===== src/rtl/cpu_ctrl_if.sv =====
// cpu_ctrl_if: bus between the control FSM (master) and the core datapath/memories (slave).
//   pc, ifetch_req, dmem_req, dmem_we, op_code, imm_en, imm_out, rd/ra/rb_sel, reg_we, halted: master -> slave
//   ifetch_ack, instr_data, dmem_ack, rs_zero: slave -> master
interface cpu_ctrl_if #(parameter int ADDR_W = 8, parameter int DATA_W = 16);
  logic [ADDR_W-1:0] pc;
  logic              ifetch_req;
  logic              ifetch_ack;
  logic [DATA_W-1:0] instr_data;
  logic              dmem_req;
  logic              dmem_we;
  logic              dmem_ack;
  logic              rs_zero;
  logic [3:0]        op_code;
  logic              imm_en;
  logic [DATA_W-1:0] imm_out;
  logic [3:0]        rd_sel;
  logic [3:0]        ra_sel;
  logic [3:0]        rb_sel;
  logic              reg_we;
  logic              halted;
  modport master (
    output pc, ifetch_req, dmem_req, dmem_we, op_code, imm_en, imm_out,
           rd_sel, ra_sel, rb_sel, reg_we, halted,
    input  ifetch_ack, instr_data, dmem_ack, rs_zero
  );
  modport slave (
    input  pc, ifetch_req, dmem_req, dmem_we, op_code, imm_en, imm_out,
           rd_sel, ra_sel, rb_sel, reg_we, halted,
    output ifetch_ack, instr_data, dmem_ack, rs_zero
  );
endinterface


===== src/rtl/cpu_ctrl_fsm.sv =====
// cpu_ctrl_fsm: multi-cycle fetch/decode/execute control unit owning the PC and IR.
//   clk, rst (sync, active-high); bus: cpu_ctrl_if.master (fetch/data handshakes, decode fields, reg_we, halted).
//   CTRL_PERF_CNT_EN: adds retired_cnt/stall_cnt 16-bit wrapping counters.
module cpu_ctrl_fsm #(
  parameter int ADDR_W = 8,
  parameter int DATA_W = 16
) (
  input logic clk,
  input logic rst,
  cpu_ctrl_if.master bus
`ifdef CTRL_PERF_CNT_EN
  ,
  output logic [15:0] retired_cnt,
  output logic [15:0] stall_cnt
`endif
);
  typedef enum logic [2:0] {FETCH, DECODE, EXEC, MEM, WB, HALT} state_t;
  state_t state_q, state_d;
  logic [ADDR_W-1:0] pc_q, pc_d, pc_inc, imm_pc;
  logic [DATA_W-1:0] ir_q, ir_d;
  logic [3:0] op;
  assign op = ir_q[15:12];
  assign pc_inc = pc_q + ADDR_W'(1);
  assign imm_pc = ADDR_W'(ir_q[7:0]);
  always_comb begin
    state_d = state_q;
    pc_d = pc_q;
    ir_d = ir_q;
    unique case (state_q)
      FETCH: begin
        ir_d = bus.ifetch_ack ? bus.instr_data : ir_q;
        state_d = bus.ifetch_ack ? DECODE : FETCH;
      end
      DECODE: state_d = EXEC;
      EXEC: begin
        state_d = (op <= 4'd8) ? WB : (op == 4'd10 || op == 4'd11) ? MEM : (op == 4'd15) ? HALT : FETCH;
        pc_d = (op == 4'd12 || (op == 4'd13 && bus.rs_zero)) ? imm_pc : (state_d == FETCH) ? pc_inc : pc_q;
      end
      MEM: begin
        state_d = !bus.dmem_ack ? MEM : (op == 4'd10) ? WB : FETCH;
        pc_d = (bus.dmem_ack && op == 4'd11) ? pc_inc : pc_q;
      end
      WB: begin
        state_d = FETCH;
        pc_d = pc_inc;
      end
      HALT: state_d = HALT;
      default: state_d = FETCH;
    endcase
  end
  always_ff @(posedge clk) begin
    if (rst) begin
      state_q <= FETCH;
      pc_q <= '0;
      ir_q <= '0;
    end else begin
      state_q <= state_d;
      pc_q <= pc_d;
      ir_q <= ir_d;
    end
  end
  // fetch request is masked while rst is held so every output reads 0 during reset
  assign bus.ifetch_req = (state_q == FETCH) && !rst;
  assign bus.dmem_req = state_q == MEM;
  assign bus.dmem_we = (state_q == MEM) && (op == 4'd11);
  assign bus.pc = pc_q;
  assign bus.op_code = op;
  assign bus.imm_en = op == 4'd8;
  assign bus.imm_out = DATA_W'(ir_q[7:0]);
  assign bus.rd_sel = ir_q[11:8];
  assign bus.ra_sel = ir_q[7:4];
  assign bus.rb_sel = ir_q[3:0];
  assign bus.reg_we = state_q == WB;
  assign bus.halted = state_q == HALT;
`ifdef CTRL_PERF_CNT_EN
  logic [15:0] retired_q, retired_d, stall_q, stall_d;
  always_comb begin
    retired_d = retired_q + 16'((state_q != FETCH && state_d == FETCH) || (state_q != HALT && state_d == HALT));
    stall_d = stall_q + 16'((bus.ifetch_req && !bus.ifetch_ack) || (bus.dmem_req && !bus.dmem_ack));
  end
  always_ff @(posedge clk) begin
    if (rst) begin
      retired_q <= '0;
      stall_q <= '0;
    end else begin
      retired_q <= retired_d;
      stall_q <= stall_d;
    end
  end
  assign retired_cnt = retired_q;
  assign stall_cnt = stall_q;
`endif
endmodule

===== src/flat_wrapper.sv =====
// flat-port wrapper written by rule: the top's interface ports become plain ports
module cpu_ctrl_fsm_flat 
#(
  parameter int ADDR_W = 8,
  parameter int DATA_W = 16
)
  (clk, rst, bus_pc, bus_ifetch_req, bus_dmem_req, bus_dmem_we, bus_op_code, bus_imm_en, bus_imm_out, bus_rd_sel, bus_ra_sel, bus_rb_sel, bus_reg_we, bus_halted, bus_ifetch_ack, bus_instr_data, bus_dmem_ack, bus_rs_zero);
  cpu_ctrl_if #(.ADDR_W(ADDR_W), .DATA_W(DATA_W)) bus_i ();
  input logic clk;
  input logic rst;
  output wire logic [$bits(bus_i.pc)-1:0] bus_pc;
  output wire logic [$bits(bus_i.ifetch_req)-1:0] bus_ifetch_req;
  output wire logic [$bits(bus_i.dmem_req)-1:0] bus_dmem_req;
  output wire logic [$bits(bus_i.dmem_we)-1:0] bus_dmem_we;
  output wire logic [$bits(bus_i.op_code)-1:0] bus_op_code;
  output wire logic [$bits(bus_i.imm_en)-1:0] bus_imm_en;
  output wire logic [$bits(bus_i.imm_out)-1:0] bus_imm_out;
  output wire logic [$bits(bus_i.rd_sel)-1:0] bus_rd_sel;
  output wire logic [$bits(bus_i.ra_sel)-1:0] bus_ra_sel;
  output wire logic [$bits(bus_i.rb_sel)-1:0] bus_rb_sel;
  output wire logic [$bits(bus_i.reg_we)-1:0] bus_reg_we;
  output wire logic [$bits(bus_i.halted)-1:0] bus_halted;
  input wire logic [$bits(bus_i.ifetch_ack)-1:0] bus_ifetch_ack;
  input wire logic [$bits(bus_i.instr_data)-1:0] bus_instr_data;
  input wire logic [$bits(bus_i.dmem_ack)-1:0] bus_dmem_ack;
  input wire logic [$bits(bus_i.rs_zero)-1:0] bus_rs_zero;
  assign bus_pc = bus_i.pc;
  assign bus_ifetch_req = bus_i.ifetch_req;
  assign bus_dmem_req = bus_i.dmem_req;
  assign bus_dmem_we = bus_i.dmem_we;
  assign bus_op_code = bus_i.op_code;
  assign bus_imm_en = bus_i.imm_en;
  assign bus_imm_out = bus_i.imm_out;
  assign bus_rd_sel = bus_i.rd_sel;
  assign bus_ra_sel = bus_i.ra_sel;
  assign bus_rb_sel = bus_i.rb_sel;
  assign bus_reg_we = bus_i.reg_we;
  assign bus_halted = bus_i.halted;
  assign bus_i.ifetch_ack = bus_ifetch_ack;
  assign bus_i.instr_data = bus_instr_data;
  assign bus_i.dmem_ack = bus_dmem_ack;
  assign bus_i.rs_zero = bus_rs_zero;
  cpu_ctrl_fsm #(.ADDR_W(ADDR_W), .DATA_W(DATA_W)) u_core (.clk(clk), .rst(rst), .bus(bus_i));
endmodule

===== config.mk =====
export PLATFORM = sky130hd
export DESIGN_NAME = cpu_ctrl_fsm_flat
export DESIGN_NICKNAME = d
export VERILOG_FILES = /design/src/rtl/cpu_ctrl_if.sv /design/src/rtl/cpu_ctrl_fsm.sv /design/src/flat_wrapper.sv
export SDC_FILE = /design/constraint.sdc
export NUM_CORES = 1
export LEC_CHECK = 0
export ABC_AREA = 1
export BUFFER_PORTS_ARGS = -buffer_cell sky130_fd_sc_hd__buf_2
export CAP_MARGIN = 40
export CORE_UTILIZATION = 35
export DETAILED_ROUTE_END_ITERATION = 8
export PLACE_DENSITY = 0.62
export SYNTH_ARGS = -nofsm -noshare
export SYNTH_HDL_FRONTEND = slang
export SYNTH_SLANG_ARGS = --single-unit

===== constraint.sdc =====
create_clock -name clk -period 1.45 [get_ports clk]
set_input_delay 0.2175 -clock clk [delete_from_list [all_inputs] [get_ports clk]]
set_output_delay 0.2175 -clock clk [all_outputs]
set_load 0.1 [all_outputs]

==> results of run 1 <==
==> path summary, 6_finish.rpt <==
path,end,cells after the start,from
min,u_core.state_q[1]$_SDFF_PP0_,2,rst
max,bus_halted,4,u_core.state_q[0]$_SDFF_PP0_
max reg2reg,u_core.bus.pc[0]$_SDFFE_PP0P_,10,u_core.ir_q[15]$_SDFFE_PP0P_
min reg2reg,u_core.ir_q[11]$_SDFFE_PP0P_,2,u_core.ir_q[11]$_SDFFE_PP0P_
==> logic make-up after synthesis <==
logic type	synth area share (%)
buf+inv	19.5
compound gates	15.1
simple gates	27.7
flops	35.0
other cells	0.243
fa+ha+maj	0.810
xor+xnor	1.70
==> area by class of cell <==
cell class	instances	area, sq um	area share [%]
multi-input cells	155	848	38.3
well taps	50	62.6	2.83
repair buffers	71	498	22.5
clock inverters	1	5.00	0.226
flip-flops and latches	27	594	26.9
clock buffers	3	41.3	1.87
inverters	40	163	7.35
==> critical path: stages (launching register included) <==
cell	delay (ps)
dfxtp_4	390
inv_2	40
or2_4	240
nor2_4	140
buf_12	190
==> timing repair <==
item	4_1_cts	5_1_grt
hold endpoints to repair	0	0
pin swaps	4	6
gates cloned	0	1
setup endpoints to repair	2	13
gates resized for setup	7	8
setup buffers	4	3
==> state kept, by name, summed over array words and instances, names as in the netlist <==
register and cells:
u_core.state_q 3, u_core.ir_q 16, u_core.bus.pc 8
==> cell usage in the layout, fill, tap and decap left out, drive strengths merged, types with 2 or more instances in the layout <==
cell type | synthesis | final
xor2 | 2 | 2
dfxtp | 27 | 27
conb | 1 | 8
buf | 18 | 71
nor3 | 3 | 3
nand2 | 51 | 52
nor2 | 25 | 25
nand4 | 2 | 2
clkinv | 2 | 3
nand3 | 14 | 14
clkbuf | 4 | 3
o21ai | 22 | 22
a21oi | 21 | 21
inv | 38 | 38
==> stage by stage <==
step | setup WS (ps) | instance area, sq um | power (W) | std cells | setup TNS (ps)
finish | -35.5 | 2210 | 0.00260 | 347 | -69.4
CTS | -50.2 | 2140 | 0.00261 | 343 | -125
floorplan | -342 | 1710 | 0.00199 | 243 | -844
global route | -96.0 | 2210 | 0.00273 | 347 | -405
global placement | 101 | 2050 | 0.00214 | 335 | 0
detailed placement | 64.5 | 2050 | 0.00215 | 335 | 0
==> per-layer routing <==
metal / global-route usage (%) / vias up
met3: 2.33 / 4
met2: 27.8 / 43
met5: 0 / -
li1: - / 836
met1: 22.7 / 704
met4: 5.47 / 0
==> where the power goes <==
group	internal, W	switching (W)
clock network	0.000193	0.000242
registers	0.000821	0.0000825
logic	0.000240	0.00102
==> run_results.csv, run 1 <==
group,metric,value,unit
timing,hold_violations,0,
power_and_ir_drop,peakVddDrop,0.586,mV
clock_network,cts_inserted_buffers,3,
route,met1Wirelength,1.72,mm
yosys,synth_edf_count,0,
route,top_layer,"met4",
clock_network,ctsHoldBuffers,0,
clock_network,cts_root_buffer,"clkbuf_8",
yosys,ys.flop_type,"dfxtp_1",
yosys,synth.area.top_cells,"dfxtp_1 (35%), nand2_1 (12%), buf_4 (7.8%)",
timing,drv_slew,0,
route,dr.pass1.iters,4,
timing,period_needed,1490,ps
layout,nNetsFinal,320,
setup_path,end_kind,"output pin",
yosys,synth.most_common_cell,"nand2_1",
yosys,synth-seq-cells,27,
route,avgViaCountPerCell,4.57,
setup_path,cp_max_fo,4,
clock_network,htreeDepth,1,
timing,max_freq,673,MHz
yosys,synthesis.area,1550,sq um
route,totalWireLength,3.81,mm
yosys,synth_cells,236,
yosys,synth_cell_type_count,28,
route,drc,0,
yosys,synth_common_cells,"nand2_1 (48), inv_1 (32), dfxtp_1 (27)",
worst_hold_path,hp-class,"in2reg",
route,wl_met2,1.90,mm
timing,rsz0062_at_grt,"yes",
clock_network,cts_tree,"built",
layout,num_antenna_cells,0,
route,via_count,1587,
yosys,netlist.area_leader.share,35.0,%
yosys,seq_area_frac_synth,35.0,%
timing,setup_viol,2,
layout,syn_to_final_growth,43.2,%
floorplan,initial_core_util,37.5,%
grt,antenna_found_initial,0,
grt,grt_pass1_wl,5.91,mm
placement,io_buffers,58,
setup_path,critical_path_required,1230,ps
clock_network,path_clk_slew,100,ps
setup_path,r2r_slack,70,ps
timing,min_period_over_period,102,%
setup_path,worstSetupStartpointType,"flop",
floorplan,core_area,4120,sq um
clock_network,cts.path.max_buffers,2,
grt,globalRoute.totalOverflow,0,
layout,layout-drive-gt1-share,43.8,%
route,ant_nets,0,
timing,fin_ws,-35.5,ps
run_status,violations,"setup timing",
setup_path,crit_type,"reg2out",
timing,holdWs,185,ps
timing,clock_skew,4.50,ps
layout,postLayoutCoreUtil,53.8,%
power_and_ir_drop,p_per_area,1180,nW/um^2
route,drt_iter0_drc,77,
route,routedWlPerCell,11.0,um
yosys,synth_area_leader_cell,"dfxtp_1",
yosys,async_flop_share,0,%
grt,grt_use_total,17.0,%
route,dr_wl_met3,157,um
placement,dp_hpwl,2.76,mm
floorplan,rows,23,
power_and_ir_drop,power_leakage,1.13,nW
grt,grt_max_degree,34,
run_status,status,"finished, violations left",
floorplan,io_pins,67,
clock_network,clock_sinks,27,
placement,place_congestion,0.808,
yosys,synth_warnings,0,
floorplan,die_x,68.4,um
clock_network,clock_latency,270,ps
yosys,syn_area_per_cell,6.55,sq um
floorplan,dieArea,4680,sq um
grt,grt_pass1_vias,1347,
setup_path,arrival,1270,ps
floorplan,die_h,68.4,um
layout,num-fill-cells,394,
job,cap_violations,0,
(Power assumes the default switching activity.)
==> run 2: changes to the inputs <==
- REMOVE_ABC_BUFFERS: unset -> 1
==> run 2 against run 1 <==
The run still ends with setup timing left. Cell area shrank 4.4%. Core utilization down 2.3 points. Sequential power fell by 1%. Clock-buffer cell count did not move. Sequential share of layout area down 0.49 points. Sequential cell count unchanged. Largest cell class unchanged. Highest routed layer unchanged.
==> run_results.csv, run 2 (synthesized netlist as in run 1, its figures left out) <==
group,metric,value,unit
power_and_ir_drop,peakVddDrop,0.634,mV
floorplan,initial_core_util,37.5,%
clock_network,cts.path.max_buffers,2,
route,ant_nets,0,
layout,num_antenna_cells,0,
floorplan,rows,23,
layout,regMostFlops,"u_core.ir_q",
grt,grt_max_degree,34,
clock_network,path_clk_slew,100,ps
timing,max_freq,663,MHz
route,via_count,1565,
route,totalWireLength,3.78,mm
clock_network,cts_root_buffer,"clkbuf_8",
placement,place_congestion,0.800,
setup_path,crit_slowest_cell,"dfxtp_2",
timing,min_period_over_period,104,%
clock_network,cts_inserted_buffers,3,
clock_network,htreeDepth,1,
job,cap_violations,0,
setup_path,r2r_start,"u_core.ir_q[14]$_SDFFE_PP0P_",
grt,grt_pass1_wl,5.64,mm
timing,clock_skew,7.41,ps
route,dr.pass1.iters,4,
layout,syn_to_final_growth,36.9,%
worst_hold_path,worstHoldStart,"rst",
setup_path,cp_num_buf_inv,2,
timing,setup_viol,3,
setup_path,arrival,1290,ps
grt,globalRoute.totalOverflow,0,
route,routedWlPerCell,11.0,um
setup_path,startpoint,"u_core.state_q[2]$_SDFF_PP0_",
setup_path,cpPeakStageDelay,370,ps
layout,layout_common_cells,"buf_2 (52), nand2_1 (46), inv_1 (30)",
floorplan,dieArea,4680,sq um
route,drc,0,
placement,place_ws,61.1,ps
layout,layout-drive-gt1-share,37.6,%
clock_network,clock_sinks,27,
layout,largest_reg_flops,16,
setup_path,end_kind,"output pin",
setup_path,crit_chain,"inv_4, nand3_4, nor3_4, buf_12",
setup_path,cp_max_fo,5,
setup_path,critical_path_required,1230,ps
setup_path,critPathTopFamily,"flip-flops",
layout,num-fill-cells,426,
layout,final_common_cell,"buf_2",
timing,fin_ws,-57.8,ps
power_and_ir_drop,p_per_area,1230,nW/um^2
placement,io_buffers,58,
route,avgViaCountPerCell,4.54,
timing,rsz0062_at_grt,"yes",
floorplan,io_pins,67,
placement,dp_hpwl,2.66,mm
layout,nNetsFinal,318,
route,drt_iter0_drc,77,
grt,antenna_found_initial,0,
run_status,violations,"setup timing",
timing,drv_slew,0,
timing,hold_violations,0,
grt,grt_pass1_vias,1255,
clock_network,clock_latency,280,ps
setup_path,crit_type,"reg2out",
floorplan,core_area,4120,sq um
floorplan,die_x,68.4,um
setup_path,worstSetupStartpointType,"flop",
grt,grt_use_total,16.3,%
clock_network,cts_tree,"built",
worst_hold_path,hp-class,"in2reg",
floorplan,die_h,68.4,um
run_status,status,"finished, violations left",
timing,holdWs,126,ps
timing,period_needed,1510,ps
power_and_ir_drop,power_leakage,1.10,nW
-- run 2: changes by cell type in the layout (fill, tap and decap cells not counted), moves of 2 or more --
cell / delta
inv_2: +2
buf_6: -2
dfxtp_2: -8
dfxtp_4: -7
dfxtp_1: +15
-- run 2: cell type report --
cell class / count / area, sq um / share of cell area, %
Sequential cell: 27 / 558 / 26.4
Clock inverter: 1 / 8.76 / 0.414
Clock buffer: 3 / 41.3 / 1.95
Inverter: 40 / 155 / 7.33
Multi-Input combinational cell: 155 / 815 / 38.5
Timing Repair Buffer: 69 / 475 / 22.5
Tap cell: 50 / 62.6 / 2.96
-- run 2: path summary, 6_finish.rpt --
| kind | end | slack, ps | depth (start not counted) |
|---|---|---|---|
| setup reg to reg | u_core.bus.pc[3]$_SDFFE_PP0P_ | 90 | 9 |
| setup / recovery | bus_dmem_we | -60 | 4 |
| hold reg to reg | u_core.ir_q[8]$_SDFFE_PP0P_ | 450 | 2 |
| hold / removal | u_core.state_q[1]$_SDFF_PP0_ | 130 | 2 |
-- run 2: per-layer routing --
layer / GRT usage (%) / share of wire [%]
met5: 0 / 0
met4: 3.91 / 0.90
met3: 3.00 / 4.0
met2: 26.5 / 48
met1: 21.9 / 47
-- run 2: through the flow --
| step | area (sq um) | util, % | total power, W | TNS, ps | instances |
|---|---|---|---|---|---|
| final | 2120 | 51.4 | 0.00260 | -119 | 345 |
| after floorplan | 1420 | - | 0.00189 | -23700 | 221 |
| after detailed placement | 1910 | 46.5 | 0.00211 | 0 | 334 |
| after global routing | 2120 | 51.4 | 0.00273 | -422 | 345 |
| after global placement | 1910 | 46.5 | 0.00210 | 0 | 334 |
| after CTS | 2060 | 50.1 | 0.00260 | -86.9 | 343 |
-- run 2: where the power goes --
group / switching [W] / total [W] / internal (W)
Clock: 0.000250 / 0.000452 / 0.000202
Combinational: 0.00102 / 0.00126 / 0.000231
Sequential: 0.0000782 / 0.000894 / 0.000815
-- run 2: timing repair --
item / CTS / global route
pin swaps: 4 / 7
gates resized for setup: 20 / 13
setup endpoints to repair: 4 / 12
buffers inserted: 5 / 1
hold buffers: 0 / 0
gates cloned: 0 / 1
